## config.mk

```make
export PLATFORM = sky130hd
export DESIGN_NAME = rgmii_inband_status
export DESIGN_NICKNAME = d
export VERILOG_FILES = /design/src/rtl/rgmii_pkg.sv /design/src/rtl/persistence_filter.sv /design/src/rtl/rgmii_inband_status.sv
export SDC_FILE = /design/constraint.sdc
export NUM_CORES = 1
export LEC_CHECK = 0
export BUFFER_PORTS_ARGS = -buffer_cell sky130_fd_sc_hd__buf_2
export CAP_MARGIN = 20
export CORE_MARGIN = 2
export CORE_UTILIZATION = 55
export DETAILED_ROUTE_END_ITERATION = 10
export GPL_TIMING_DRIVEN = 0
export MAX_ROUTING_LAYER = met4
export PLACE_DENSITY = 0.75
export RECOVER_POWER = 25
export SLEW_MARGIN = 20
export SYNTH_ARGS = -nofsm -noshare
export SYNTH_HDL_FRONTEND = slang
export SYNTH_HIERARCHICAL = 1
export SYNTH_SLANG_ARGS = --single-unit
```

## constraint.sdc

```tcl
create_clock -name clk -period 3.6 [get_ports clk]
set_clock_uncertainty 0.2 [all_clocks]
set_input_delay 0.18 -clock clk [delete_from_list [all_inputs] [get_ports clk]]
set_output_delay 0.18 -clock clk [all_outputs]
set_load 0.02 [all_outputs]
```

## src/rtl/rgmii_pkg.sv

```systemverilog
// Shared types and helpers for decoding the RGMII in-band status nibble
// sent on RXD during inter-frame gaps.
package rgmii_pkg;

  typedef enum logic [1:0] {
    SPEED_10   = 2'd0,
    SPEED_100  = 2'd1,
    SPEED_1000 = 2'd2
  } speed_t;

  typedef struct packed {
    logic       duplex;
    logic [1:0] speed;
    logic       link;
  } inband_status_t;

  typedef enum logic [1:0] {
    S_UNKNOWN = 2'd0,
    S_VALID   = 2'd1,
    S_STALE   = 2'd2
  } ibs_state_t;

  localparam logic [1:0] SPEED_RESERVED = 2'b11;
  localparam int BIT_LINK     = 0;
  localparam int BIT_SPEED_LO = 1;
  localparam int BIT_SPEED_HI = 2;
  localparam int BIT_DUPLEX   = 3;

  // An inter-frame sample is usable only if both edges agree and the speed code is defined.
  function automatic logic sample_is_valid(input logic ctl_rise, input logic ctl_fall,
                                           input logic [3:0] rise, input logic [3:0] fall);
    return !ctl_rise && !ctl_fall && (rise == fall) &&
           (rise[BIT_SPEED_HI:BIT_SPEED_LO] != SPEED_RESERVED);
  endfunction

  // Returns {speed_1000, speed_100, speed_10}; the reserved code is never committed.
  function automatic logic [2:0] speed_onehot(input logic [1:0] code);
    case (speed_t'(code))
      SPEED_10:  return 3'b001;
      SPEED_100: return 3'b010;
      default:   return 3'b100;
    endcase
  endfunction

endpackage

```

## src/rtl/persistence_filter.sv

```systemverilog
// Generic candidate/agree-count debouncer: hit is high the cycle after a valid
// sample leaves AGREE_COUNT consecutive identical samples behind it.
module persistence_filter #(
  parameter int W           = 4,
  parameter int AGREE_COUNT = 8
) (
  input  logic         clk,
  input  logic         reset_n,
  input  logic         sample_en,
  input  logic         sample_bad,
  input  logic [W-1:0] sample,
  output logic [W-1:0] candidate,
  output logic         hit
);
  localparam int CW = $clog2(AGREE_COUNT + 1);
  localparam logic [CW-1:0] AGREE_MAX = CW'(AGREE_COUNT);

  logic [CW-1:0] count;

  // Track the run length of identical valid samples; bad samples break the run.
  always_ff @(posedge clk or negedge reset_n) begin
    if (!reset_n) begin
      candidate <= {W{1'b0}};
      count     <= {CW{1'b0}};
      hit       <= 1'b0;
    end else begin
      hit <= 1'b0;
      if (sample_en) begin
        if (sample == candidate) begin
          if (count != AGREE_MAX) count <= count + CW'(1);
          hit <= (count == AGREE_MAX - CW'(1)) || (count == AGREE_MAX);
        end else begin
          candidate <= sample;
          count     <= CW'(1);
        end
      end else if (sample_bad) begin
        count <= {CW{1'b0}};
      end
    end
  end
endmodule

```

## src/rtl/rgmii_inband_status.sv

```systemverilog
// Filters the RGMII in-band status nibble into committed one-hot speed, link and
// duplex flags, declaring the status stale when inter-frame samples stop.
module rgmii_inband_status
  import rgmii_pkg::*;
#(
  parameter int AGREE_COUNT    = 8,
  parameter int TIMEOUT_CYCLES = 65536
) (
  input  logic       clk,
  input  logic       reset_n,
  input  logic       rx_ctl_rise,
  input  logic       rx_ctl_fall,
  input  logic [3:0] rxd_rise,
  input  logic [3:0] rxd_fall,
  output logic       rx_speed_10,
  output logic       rx_speed_100,
  output logic       rx_speed_1000,
  output logic       rx_link_up,
  output logic       rx_full_duplex,
  output logic       status_valid,
  output logic       status_change
);
  localparam int TW = $clog2(TIMEOUT_CYCLES + 1);
  localparam logic [TW-1:0] TMAX = TW'(TIMEOUT_CYCLES);
  localparam inband_status_t RESET_STATUS = '{duplex: 1'b0, speed: SPEED_1000, link: 1'b0};

  logic           sample_valid;
  logic           sample_bad;
  logic [3:0]     cand_bits;
  logic           hit;
  inband_status_t cand;
  inband_status_t committed;
  ibs_state_t     state;
  logic [TW-1:0]  timer;
  logic           do_commit;
  logic           do_stale;

  persistence_filter #(.W(4), .AGREE_COUNT(AGREE_COUNT)) u_filter (
    .clk        (clk),
    .reset_n    (reset_n),
    .sample_en  (sample_valid),
    .sample_bad (sample_bad),
    .sample     (rxd_rise),
    .candidate  (cand_bits),
    .hit        (hit)
  );

  // Classify this cycle's sample and decide between commit and timeout; commit wins.
  always_comb begin
    sample_valid = sample_is_valid(rx_ctl_rise, rx_ctl_fall, rxd_rise, rxd_fall);
    sample_bad   = !rx_ctl_rise && !rx_ctl_fall && !sample_valid;
    cand         = inband_status_t'(cand_bits);
    do_commit    = hit && ((cand != committed) || (state != S_VALID));
    do_stale     = (state == S_VALID) && (timer == TMAX) && !do_commit;
  end

  // Status state machine, staleness timer and registered outputs.
  always_ff @(posedge clk or negedge reset_n) begin
    if (!reset_n) begin
      state          <= S_UNKNOWN;
      timer          <= {TW{1'b0}};
      committed      <= RESET_STATUS;
      rx_speed_10    <= 1'b0;
      rx_speed_100   <= 1'b0;
      rx_speed_1000  <= 1'b1;
      rx_link_up     <= 1'b0;
      rx_full_duplex <= 1'b0;
      status_valid   <= 1'b0;
      status_change  <= 1'b0;
    end else begin
      if (sample_valid) timer <= {TW{1'b0}};
      else if (timer != TMAX) timer <= timer + TW'(1);
      status_change <= 1'b0;
      if (do_commit) begin
        state          <= S_VALID;
        committed      <= cand;
        {rx_speed_1000, rx_speed_100, rx_speed_10} <= speed_onehot(cand.speed);
        rx_link_up     <= cand.link;
        rx_full_duplex <= cand.duplex;
        status_valid   <= 1'b1;
        status_change  <= (cand != committed);
      end else if (do_stale) begin
        state          <= S_STALE;
        committed.link <= 1'b0;
        rx_link_up     <= 1'b0;
        status_valid   <= 1'b0;
        status_change  <= committed.link;
      end
    end
  end
endmodule

```

# Word level (Yosys, flattened, before mapping)
# Cells that the tools add are included.
# W data, S select, Z words.
[word_totals] ff_bits=37 in_bits=12
[op_classes] n_bitwise=1 n_mux=16 eq_ne=13 reduce_logical=19 add_sub_neg=2
[ops] cell="$mux W17" count=2
[ops] cell="$add A17 B1 Y17 const B" count=1
[ops] cell="$eq A17 B17 Y1 const B" count=1
[ops] cell="$ne A17 B17 Y1 const B" count=1
[ops] cell="$mux W4" count=4
[ops] cell="$eq A4 B4 Y1" count=2
[ops] cell="$logic_and A1 B1 Y1" count=7
[ops] cell="$mux W1" count=7
[ops] cell="$pmux W3 S2" count=1
[ops] cell="$reduce_bool A2 Y1" count=3
[ops] cell="$add A4 B1 Y4 const B" count=1
[ops] cell="$eq A2 B1 Y1 const B" count=2
[ops] cell="$eq A4 B3 Y1 const B" count=1
[ops] cell="$eq A4 B4 Y1 const B" count=1
[ops] cell="$logic_not A1 Y1" count=4
[ops] cell="$mux W2" count=2
[ops] cell="$ne A4 B4 Y1" count=1
[ops] cell="$ne A4 B4 Y1 const B" count=1
[ops] cell="$reduce_and A2 Y1" count=2
[ops] cell="$ne A3 B3 Y1 const B" count=1
[ops] cell="$logic_not A2 Y1" count=1
[ops] cell="$logic_or A1 B1 Y1" count=2
[ops] cell="$ne A2 B1 Y1 const B" count=1
[ops] cell="$ne A2 B2 Y1 const B" count=1
[ops] cell="$not A1 Y1" count=1

# Logic depth before layout (Yosys ltp)
[logic_depth] depth_word=8 ltp_mapped=8

# Cells and area by module
# Netlist, hierarchy kept.
[by_module_without_submodules] module="rgmii_inband_status" cells_per_inst=139 area_each_um2=1410.1 seq_area_each_um2=678.2 instances=1
[by_module_without_submodules] module="persistence_filter" cells_per_inst=49 area_each_um2=530.5 seq_area_each_um2=225.2 instances=1

# Worst setup path before layout
# OpenSTA, ideal clock, no wires.
[synth_path] path_type="input to register" from="input rxd_fall[2]" to="register u_filter.count[1]" arrival_ns=1.856 required_time_ns=3.265 setup_slack_ns=1.409 cell_stages=8 setup_ns=0.135 path_cell_list="nor4bb_1 -> a21oi_1 -> nor4_4 -> clkbuf_1 -> buf_2 -> inv_1 -> a221oi_1 -> a211oi_2"
[synth_between] elab_chain_cells=7
[synth_lines] item="start: declaration" line="rgmii_inband_status.sv:14" source="input logic [3:0] rxd_fall,"
[synth_lines] item="$eq A4 B4 Y1 (*)" line="rgmii_pkg.sv:32" source="return !ctl_rise && !ctl_fall && (rise == fall) &&"
[synth_lines] item="$logic_and A1 B1 Y1 (*) (2 in series)" line="rgmii_pkg.sv:32"
[synth_lines] item="via sample_valid" line="rgmii_inband_status.sv:27" source="logic sample_valid;"
[synth_lines] item="$logic_not A1 Y1" line="rgmii_inband_status.sv:51" source="sample_bad = !rx_ctl_rise && !rx_ctl_fall && !sample_valid;"
[synth_lines] item="$logic_and A1 B1 Y1" line="rgmii_inband_status.sv:51"
[synth_lines] item="$reduce_bool A2 Y1 (no line)"
[synth_lines] item="$reduce_and A2 Y1 (no line)"
[synth_lines] item="end signal: assignment" line="persistence_filter.sv:24" source="count <= {CW{1'b0}};"
[synth_lines] item="end signal: assignment" line="persistence_filter.sv:30" source="if (count != AGREE_MAX) count <= count + CW'(1);"
[synth_lines] item="end signal: assignment" line="persistence_filter.sv:37" source="count <= {CW{1'b0}};"
[synth_lines] item="end: declaration" line="persistence_filter.sv:18" source="logic [CW-1:0] count;"
# Mark *: on every way through the listed nets, which the timed path passes. The rest lies on a longest branch.
# A chain may end at the register's enable or synchronous reset.

# Worst setup path after layout
[layout_path] from="input rxd_rise[2]" to="register u_filter.count[1]"
[layout_between] elab_chain_cells=7
[layout_lines] item="start: declaration" line="rgmii_inband_status.sv:13" source="input logic [3:0] rxd_rise,"
[layout_lines] item="$eq A4 B4 Y1" line="rgmii_pkg.sv:32"
[layout_lines] item="$logic_and A1 B1 Y1" line="rgmii_pkg.sv:32"
[layout_lines] item="$logic_and A1 B1 Y1 (*)" line="rgmii_pkg.sv:32"
[layout_lines] item="via sample_valid" line="rgmii_inband_status.sv:27"
[layout_lines] item="$logic_not A1 Y1" line="rgmii_inband_status.sv:51"
[layout_lines] item="$logic_and A1 B1 Y1" line="rgmii_inband_status.sv:51"
[layout_lines] item="$reduce_bool A2 Y1 (no line)"
[layout_lines] item="$reduce_and A2 Y1 (no line)"
# Marks and branches as above.

==> reports/summary.txt <==
outcome: finished, violations left
violated checks: max-capacitance violations, max-slew violations
crit-path most repeated cell: buf_2
maximum root-to-sink buffer count: 2
Core Region: 3360 um^2
clock sinks: 36
area occupied by multi-input gates: 981 um^2
gpl congestion: 0.836
cell area after synthesis: 1940 um^2
WP buf/inv: 5
WHS Endpoint: timer[15]
internal reg-to-reg setup slack: 1440 ps
first-pass iteration count of the detailed router: 4
Seq cells post-synth: 36
Place WS: 772 ps
gr ovfl total: 0
delay-heaviest family, CP: buffers and inverters
vias in the first global route: 1443
CTS tree: done
worst r2r src: timer[0]
Routed Antenna Nets: 0
crit-path cells: dlygate4sd3_1 > buf_2 > nor4bb_1 > a21oi_1 > nor4_4 > clkbuf_1 > buf_2 > inv_1 > a221oi_1 > a211oi_2
min Tclk post-route: 2850 ps
register area: 903 um^2
worst setup slack after layout: 748 ps
Post-Syn Nets: 204
final number of setup-violating endpoints: 0
fin nets: 237
worst setup path class: input pin to flop
Post-Syn Area per Cell: 10.3 um^2
final WL: 3680 um
sequential area share after synthesis: 46.6%
async set-reset flop share out of synthesis: 100%
Die Y: 63.4 um
CTS clock-pin slew for the worst setup and hold paths: 100 ps
Post-synth EDFFs: 0
initial antenna violation count: 0
placed cell count: 252
HP Class: input pin to flop
Max Clk Rate: 351 MHz
Worst Reg2Reg Path Length in Cells: 5
hpwl dp: 2660 um
largest net degree at the start of global routing: 37
Layout Cells excl Fill: 268
Tot Pwr: 0.00109 W
Cells after Synth: 188
Max Cap Viol: 1
final instance area: 2240 um^2
die width: 63.4 um
ys flop type: dfrtp_1
Starting Density: 57.7%
Max Fanout on Critical Path: 11
Pleak: 0.987 nW
Setup crit start kind: input pin
FF-to-FF End: timer[16]
synthesis-to-finish area growth: 15.6%
final setup TNS: 0 ps
RSZ-0062 raised after global routing: no
Via Count: 1478
Synth Warn #: 6
Synth cell types: 44
diode count: 0
Power Density: 484 nW/um^2
All-Layer GR Usage: 21.0%
slowest CP cell: dlygate4sd3_1
clock buffer count from CTS: 5
Fillers: 296
Vias/cell: 5.51
fin. max-slew vios: 37
Setup crit end kind: flop
IO buf count: 18
Hold Path Stages: 5
final hold violations: 0
Post-DP Area: 2090 um^2
drt initial violations: 87
CTS root buf: clkbuf_4
Clock Latency Late Sink: 330 ps
worst slew pin tran: 1840 ps
DRC violations left: 0
post-DR wirelength/cell: 13.7 um
Worst EP arrival: 2870 ps
# IOs: 19
CP peak stage delay: 540 ps
relative slew slack: -22.9%
Critical Path RT: 3610 ps
H-tree Lvls: 2
Die ar.: 4020 um^2
site row count: 21
share of cells above drive strength 1: 21.2%
first-pass GRT wire length: 6400 um
worst vdd ir: 0.200 mV
period utilisation layout: 79.2%
Hold Crit Start: rxd_fall[3]
==> where the power goes <==
group | internal [W] | switching (W)
sequential | 0.000473 | 0.000100
clock | 0.000146 | 0.000126
combinational | 0.000122 | 0.000119
total | 0.000740 | 0.000346
==> per-stage QoR <==
step,util [%],hold slack [ps]
2_1_floorplan,-,-316
3_3_place_gp,62.1,90.7
3_5_place_dp,62.1,100
4_1_cts,66.7,114
5_1_grt,66.7,130
6_report,66.7,124
==> cell families (layout without fill, tap and decap cells) <==
kind of cell,Yosys count,count (layout),share of synthesized area [%]
and+or+nand+nor,75,75,21.7
DFF,36,36,46.6
adders and majority gates,4,4,2.58
xor gates and xnor gates,24,24,10.8
buffers and inverters,14,48,2.90
muxes,13,13,7.41
AOI/OAI and AO/OA,22,22,7.99
==> layer usage <==
metal | global-route usage, % | share of wire, % | vias to the layer above
met5 | - | 0 | -
met4 | 6.25 | 0.79 | 0
met3 | 6.61 | 3.2 | 4
met2 | 33.2 | 49 | 26
met1 | 25.9 | 47 | 722
li1 | - | - | 726
==> worst max path at each step <==
| stage | endpoint | slack (ps) | cells past startpoint | start |
|---|---|---|---|---|
| floorplan | u_filter/count[1] | 1410 | 8 | rxd_fall[2] |
| global placement | u_filter/count[1] | 930 | 9 | rxd_rise[0] |
| detailed placement | u_filter/count[1] | 770 | 9 | rxd_rise[2] |
| CTS | u_filter/count[1] | 790 | 10 | rxd_rise[2] |
| global route | u_filter/count[1] | 590 | 10 | rxd_rise[2] |
| finish | u_filter/count[1] | 750 | 10 | rxd_rise[2] |
==> sequential cells by signal, summed over array words and instances, names as in the netlist, 2 cells and up <==
register            cells
timer                  17
u_filter/count          4
committed               4
u_filter/candidate      4
state                   2
==> layout make-up <==
type,instances,share of cell area [%]
plain buffers,4,0.837
clock buffers,6,1.84
clock inverters,2,1.56
inverters,10,1.67
multi-input cells,138,43.7
flip-flops and latches,36,40.3
well taps,46,2.57
repair buffers,26,7.53
==> synthesized netlist by cell type (all sizes together) (3+ instances only) <==
library cell  count  area, um^2
dfrtp            34         851
nor2             19        71.3
xnor2            17         149
mux2             11         124
nand2            11        41.3
inv              10        37.5
nand3             8        45.0
nor4              7        58.8
xor2              7        61.3
o21ai             6        30.0
a21oi             5        25.0
nand4             5        31.3
ha                4        50.1
nand2b            4        25.0
nor3              4        20.0
clkbuf            3        13.8
o31ai             3        27.5
or4               3        26.3
==> cells in the final DEF, fill, tap and decap left out, drive strengths merged, types with 2 or more instances in the layout <==
cell type,count
dfrtp,34
nor2,19
buf,18
xnor2,17
nand2,11
mux2,11
inv,10
clkbuf,10
dlygate4sd3,8
nand3,8
xor2,7
nor4,7
o21ai,6
a21oi,5
nand4,5
nor3,4
nand2b,4
ha,4
o31ai,3
or4,3
nor4b,2
nor2b,2
mux2i,2
o21a,2
or3,2
nand3b,2
dfstp,2
==> worst min-delay path: cells and delay by family <==
kind / cells / cell delay, ps
and+or+nand+nor: 2 / 170
buffers and inverters: 1 / 80
AOI/OAI and AO/OA: 1 / 120
xor gates and xnor gates: 1 / 60
==> repair_timing <==
item,4_1_cts,5_1_grt
setup buffers,0,0
endpoints found under the hold margin,45,0
resized for setup,0,0
hold buffers,8,0
Note: power is estimated with default switching activity, not from simulation.
